**src/rtl/sm4_rk_order_buffer.sv**
```systemverilog
// SM4 round-key store: captures rk0..rk31 from the key expansion and replays
// them forward (encrypt) or reverse (decrypt) to the round datapath.
module sm4_rk_order_buffer #(
    parameter int width_p = 32,
    parameter int depth_p = 32
) (
    input  logic                       clk_i,
    input  logic                       reset_ni,
    input  logic                       clear_i,
    input  logic                       wr_v_i,
    input  logic [width_p-1:0]         wr_data_i,
    output logic                       wr_ready_o,
    output logic                       full_o,
    input  logic                       rd_start_i,
    input  logic                       rd_mode_i,
    output logic                       rd_v_o,
    output logic [width_p-1:0]         rd_data_o,
    output logic [$clog2(depth_p)-1:0] rd_idx_o,
    input  logic                       rd_ready_i,
    output logic                       rd_done_o
);

    localparam int ptr_w = $clog2(depth_p);
    localparam logic [ptr_w-1:0] last_c = ptr_w'(depth_p - 1);

    typedef enum logic [1:0] {
        LOAD,
        HOLD,
        READ
    } state_t;

    state_t state, state_next;

    logic [ptr_w-1:0]   wr_ptr;
    logic [ptr_w-1:0]   rd_ptr;
    logic [ptr_w-1:0]   rd_cnt;
    logic               mode;
    logic [width_p-1:0] mem [depth_p];

    logic wr_hs;
    logic rd_hs;

    assign wr_hs = (state == LOAD) && wr_v_i && !clear_i;
    assign rd_hs = (state == READ) && rd_ready_i && !clear_i;

    assign wr_ready_o = (state == LOAD);
    assign full_o     = (state != LOAD);
    assign rd_v_o     = (state == READ);
    assign rd_data_o  = mem[rd_ptr];
    assign rd_idx_o   = rd_cnt;
    // An aborted pass never reaches its final handshake, so no done pulse.
    assign rd_done_o  = rd_hs && (rd_cnt == last_c);

    always_comb begin
        state_next = state;
        if (clear_i) begin
            state_next = LOAD;
        end else begin
            case (state)
                LOAD:    if (wr_hs && (wr_ptr == last_c)) state_next = HOLD;
                HOLD:    if (rd_start_i) state_next = READ;
                READ:    if (rd_hs && (rd_cnt == last_c)) state_next = HOLD;
                default: state_next = LOAD;
            endcase
        end
    end

    always_ff @(posedge clk_i or negedge reset_ni) begin
        if (!reset_ni) begin
            state  <= LOAD;
            wr_ptr <= '0;
            rd_ptr <= '0;
            rd_cnt <= '0;
            mode   <= 1'b0;
        end else begin
            state <= state_next;
            if (clear_i) begin
                wr_ptr <= '0;
                rd_cnt <= '0;
            end else begin
                if (wr_hs) wr_ptr <= wr_ptr + ptr_w'(1);
                if ((state == HOLD) && rd_start_i) begin
                    mode   <= rd_mode_i;
                    rd_ptr <= rd_mode_i ? last_c : '0;
                    rd_cnt <= '0;
                end else if (rd_hs) begin
                    rd_cnt <= rd_cnt + ptr_w'(1);
                    rd_ptr <= mode ? (rd_ptr - ptr_w'(1)) : (rd_ptr + ptr_w'(1));
                end
            end
        end
    end

    // Key storage is deliberately left out of reset.
    always_ff @(posedge clk_i) begin
        if (wr_hs) mem[wr_ptr] <= wr_data_i;
    end

endmodule

```
**config.mk**
```make
export PLATFORM = sky130hd
export DESIGN_NAME = sm4_rk_order_buffer
export DESIGN_NICKNAME = d
export VERILOG_FILES = /design/src/rtl/sm4_rk_order_buffer.sv
export SDC_FILE = /design/constraint.sdc
export NUM_CORES = 1
export LEC_CHECK = 0
export ABC_AREA = 1
export CAP_MARGIN = 20
export CORE_AREA = 4 4 314 316
export DETAILED_ROUTE_END_ITERATION = 10
export DIE_AREA = 0 0 318 320
export HOLD_SLACK_MARGIN = 0.15
export MAX_ROUTING_LAYER = met4
export PLACE_DENSITY = 0.72
export SYNTH_ARGS = -nofsm -noshare
export SYNTH_HDL_FRONTEND = slang
export SYNTH_SLANG_ARGS = --single-unit
```
**constraint.sdc**
```tcl
create_clock -name clk_i -period 4.3 [get_ports clk_i]
set_input_delay 1.075 -clock clk_i [delete_from_list [all_inputs] [get_ports clk_i]]
set_output_delay 1.075 -clock clk_i [all_outputs]
set_load 0.02 [all_outputs]
```
==> run_results.csv <==
group,metric,value,unit
clock_network,cts_buffers,100,
die,coreArea,96000,um^2
logic_synthesis,synth_edf_count,1024,
die,core.rowCount,114,
layout,final_cell_mix,"nand2_1, edfxtp_1, nand3_1, clkbuf_16, buf_4",
die,die_area,102000,um^2
sta,setup_viol_count_final,0,
run,cap_violations,0,
critical_path,rrSetupSlack,1.52,ns
layout,final_area,48800,um^2
power_and_ir_drop,leakage,17.8,nW
logic_synthesis,ys_dominant_reg_cell,"edfxtp_1",
grt,grt_overflow,0,
detailed_routing,drt_iter0_markers,3589,
critical_path,worstRegToRegCells,6,
die,die_w,318,um
layout,layout-drive-gt1-share,8.17,%
power_and_ir_drop,power_density,553,nW/um^2
logic_synthesis,ys_warn_count,0,
logic_synthesis,synth_area_leader_cell,"edfxtp_1",
logic_synthesis,synth_top_area_share,71.9,%
logic_synthesis,syn_area,42800,um^2
clock_network,cts-root-buf,"clkbuf_16",
clock_network,cts_tree,"done",
clock_network,h-tree-depth,3,
critical_path,crit_required,3.22,ns
detailed_routing,drt-pass1-iter-count,5,
layout,area_delta_synth_final,14.1,%
critical_path,crit_path_end_kind,"output pin",
detailed_routing,wl_per_cell,22.6,um
layout,nNetsFinal,3757,
sta,finalCritPeriodShare,97.9,%
placed_design,dpl_cell_area,45300,um^2
clock_network,insertion_delay,0.67,ns
logic_synthesis,ys_types,30,
placed_design,io_buffers,79,
hold_path,hold_class,"reg -> reg",
critical_path,critical_path_class,"reg -> out",
layout,fill_cells,7959,
logic_synthesis,yosysSeqAreaShare,72.9,%
die,fp.dieH,320,um
grt,grt_pass1_wl,169000,um
logic_synthesis,ys_ff_latch,1042,
sta,worstMarginPinSlew,1.11,ns
sta,finalClockSkew,0.0353,ns
detailed_routing,routed_wl,114000,um
sta,finalMaxSlewViolations,0,
hold_path,holdPathStages,1,
clock_network,cts_max_path_buffers,3,
detailed_routing,dr_total_vias,28397,
detailed_routing,viasPerCell,5.61,
critical_path,start_kind,"register",
run_status,status,"finished, final reports clean",
sta,fin_setup_tns,0,ns
grt,antenna_found_initial,5,
die,start_util,44.6,%
logic_synthesis,syn_area_per_cell,11.8,um^2
critical_path,crit_fanout,17,
grt,gr-usage-all-layers,22.6,%
grt,grt_pass1_vias,27082,
hold_path,min_from,"rd_idx_o[1]",
sta,min_period,4.21,ns
logic_synthesis,synth_nets,3675,
critical_path,arrival,3.13,ns
placed_design,dp_hpwl,59000,um
clock_network,clock-sinks,1042,
critical_path,reg2reg_from,"state[1]",
clock_network,clk_pin_slew,0.06,ns
logic_synthesis,synthCells,3625,
hold_path,whs_endpoint,"rd_idx_o[1]",
critical_path,r2r-end,"mem[20][5]",
detailed_routing,drc,0,
layout,layout_commonest_cell,"nand2_1",
placed_design,place_congestion,0.823,
sta,hold_viol_final,0,
logic_synthesis,async_reset_ff_share,1.73,%
grt,grt_max_degree,119,
sta,max_freq,0.238,GHz
detailed_routing,ant_nets,0,
sta,max_slew_margin,25.8,%
die,ios,80,
power_and_ir_drop,ir_drop,0.458,mV
logic_synthesis,synth_area_leaders,"edfxtp_1, nand2_1, nand3_1",
==> stage by stage <==
step / power [W] / hold slack, ns / util [%] / setup WS (ns) / instances
2_1_floorplan: 0.0163 / 0.563 / - / 0.847 / 3625
3_3_place_gp: 0.0186 / 0.548 / 47.2 / 0.452 / 4864
3_5_place_dp: 0.0187 / 0.548 / 47.2 / 0.473 / 4864
4_1_cts: 0.0270 / 0.566 / 50.5 / -0.00903 / 5043
5_1_grt: 0.0281 / 0.599 / 50.8 / -0.00847 / 5061
6_report: 0.0270 / 0.573 / 50.8 / 0.0924 / 5061
==> final cells by class <==
cell class / count / area [um^2] / area share [%]
repair inverters: 1 / 8.76 / 0.0179
multi-input cells: 2338 / 10200 / 20.9
diodes: 4 / 10.0 / 0.0205
flip-flops and latches: 1042 / 31200 / 64.0
inverters: 24 / 125 / 0.256
well taps: 1276 / 1600 / 3.27
repair buffers: 200 / 2570 / 5.27
clock buffers: 130 / 2730 / 5.60
clock inverters: 46 / 358 / 0.733
==> repair_timing <==
action	4_1_cts	5_1_grt
hold buffers	0	0
resized for setup	28	12
buffers inserted	3	2
endpoints found under the setup margin	29	12
gates cloned	1	0
==> routing by layer <==
layer,part of all wire [%],track usage [%],vias up
li1,-,-,12804
met1,40,30.6,13820
met2,47,35.3,1539
met3,10,4.01,234
met4,2.9,6.66,0
met5,0,-,-
==> where the power goes <==
group          internal [W]  switching (W)  leakage, nW  total [W]
Clock               0.00476        0.00364         1.51    0.00840
Sequential           0.0112      0.0000764         9.44     0.0113
Combinational       0.00226        0.00504         6.86    0.00730
Total                0.0182        0.00876         17.8     0.0270
==> logic make-up (layout without fill, tap and decap cells) <==
kind of cell | after synthesis | count (layout) | share of synthesized area (%)
flops | 1042 | 1042 | 72.9
xor+xnor | 3 | 3 | 0.0614
fa+ha+maj | 11 | 11 | 0.339
compound gates | 23 | 23 | 0.345
other cells | 0 | 4 | 0
buf+inv | 245 | 401 | 3.81
simple gates | 2301 | 2301 | 22.5
==> registers in the layout, summed over array words and instances (netlist names) <==
name      flops
mem        1024
mode          1
rd_idx_o      5
rd_ptr        5
state         2
wr_ptr        5
==> critical path, cell delays in order, from the launching register on <==
cell and delay (ns):
dfrtp_2 0.36, clkinv_1 0.84, buf_4 0.54, nand2_1 0.10, nand2_1 0.08, clkdlybuf4s50_1 0.54
==> synth_stat cells (2+ instances only) <==
cell type,number
nor2_1,46
dfrtp_1,18
nand3_1,783
inv_1,21
buf_6,55
clkbuf_1,22
a21oi_1,4
buf_4,39
ha_1,10
buf_8,3
a32o_1,2
o21ai_0,8
buf_1,13
buf_2,89
xnor2_1,3
a22oi_1,4
nor3_1,3
edfxtp_1,1024
nand2_1,1467
==> worst max path at each step <==
stage,start,endpoint,slack [ns],cells past startpoint
finish,rd_ptr[4],rd_data_o[27],0.09,5
detailed placement,rd_ready_i,rd_done_o,0.47,6
global placement,rd_ready_i,rd_done_o,0.45,6
global route,rd_ptr[0],rd_data_o[27],-0.008,11
CTS,rd_ptr[0],rd_data_o[29],-0.009,12
floorplan,clear_i,mem[0][0],0.85,5
(Power assumes the default switching activity.)
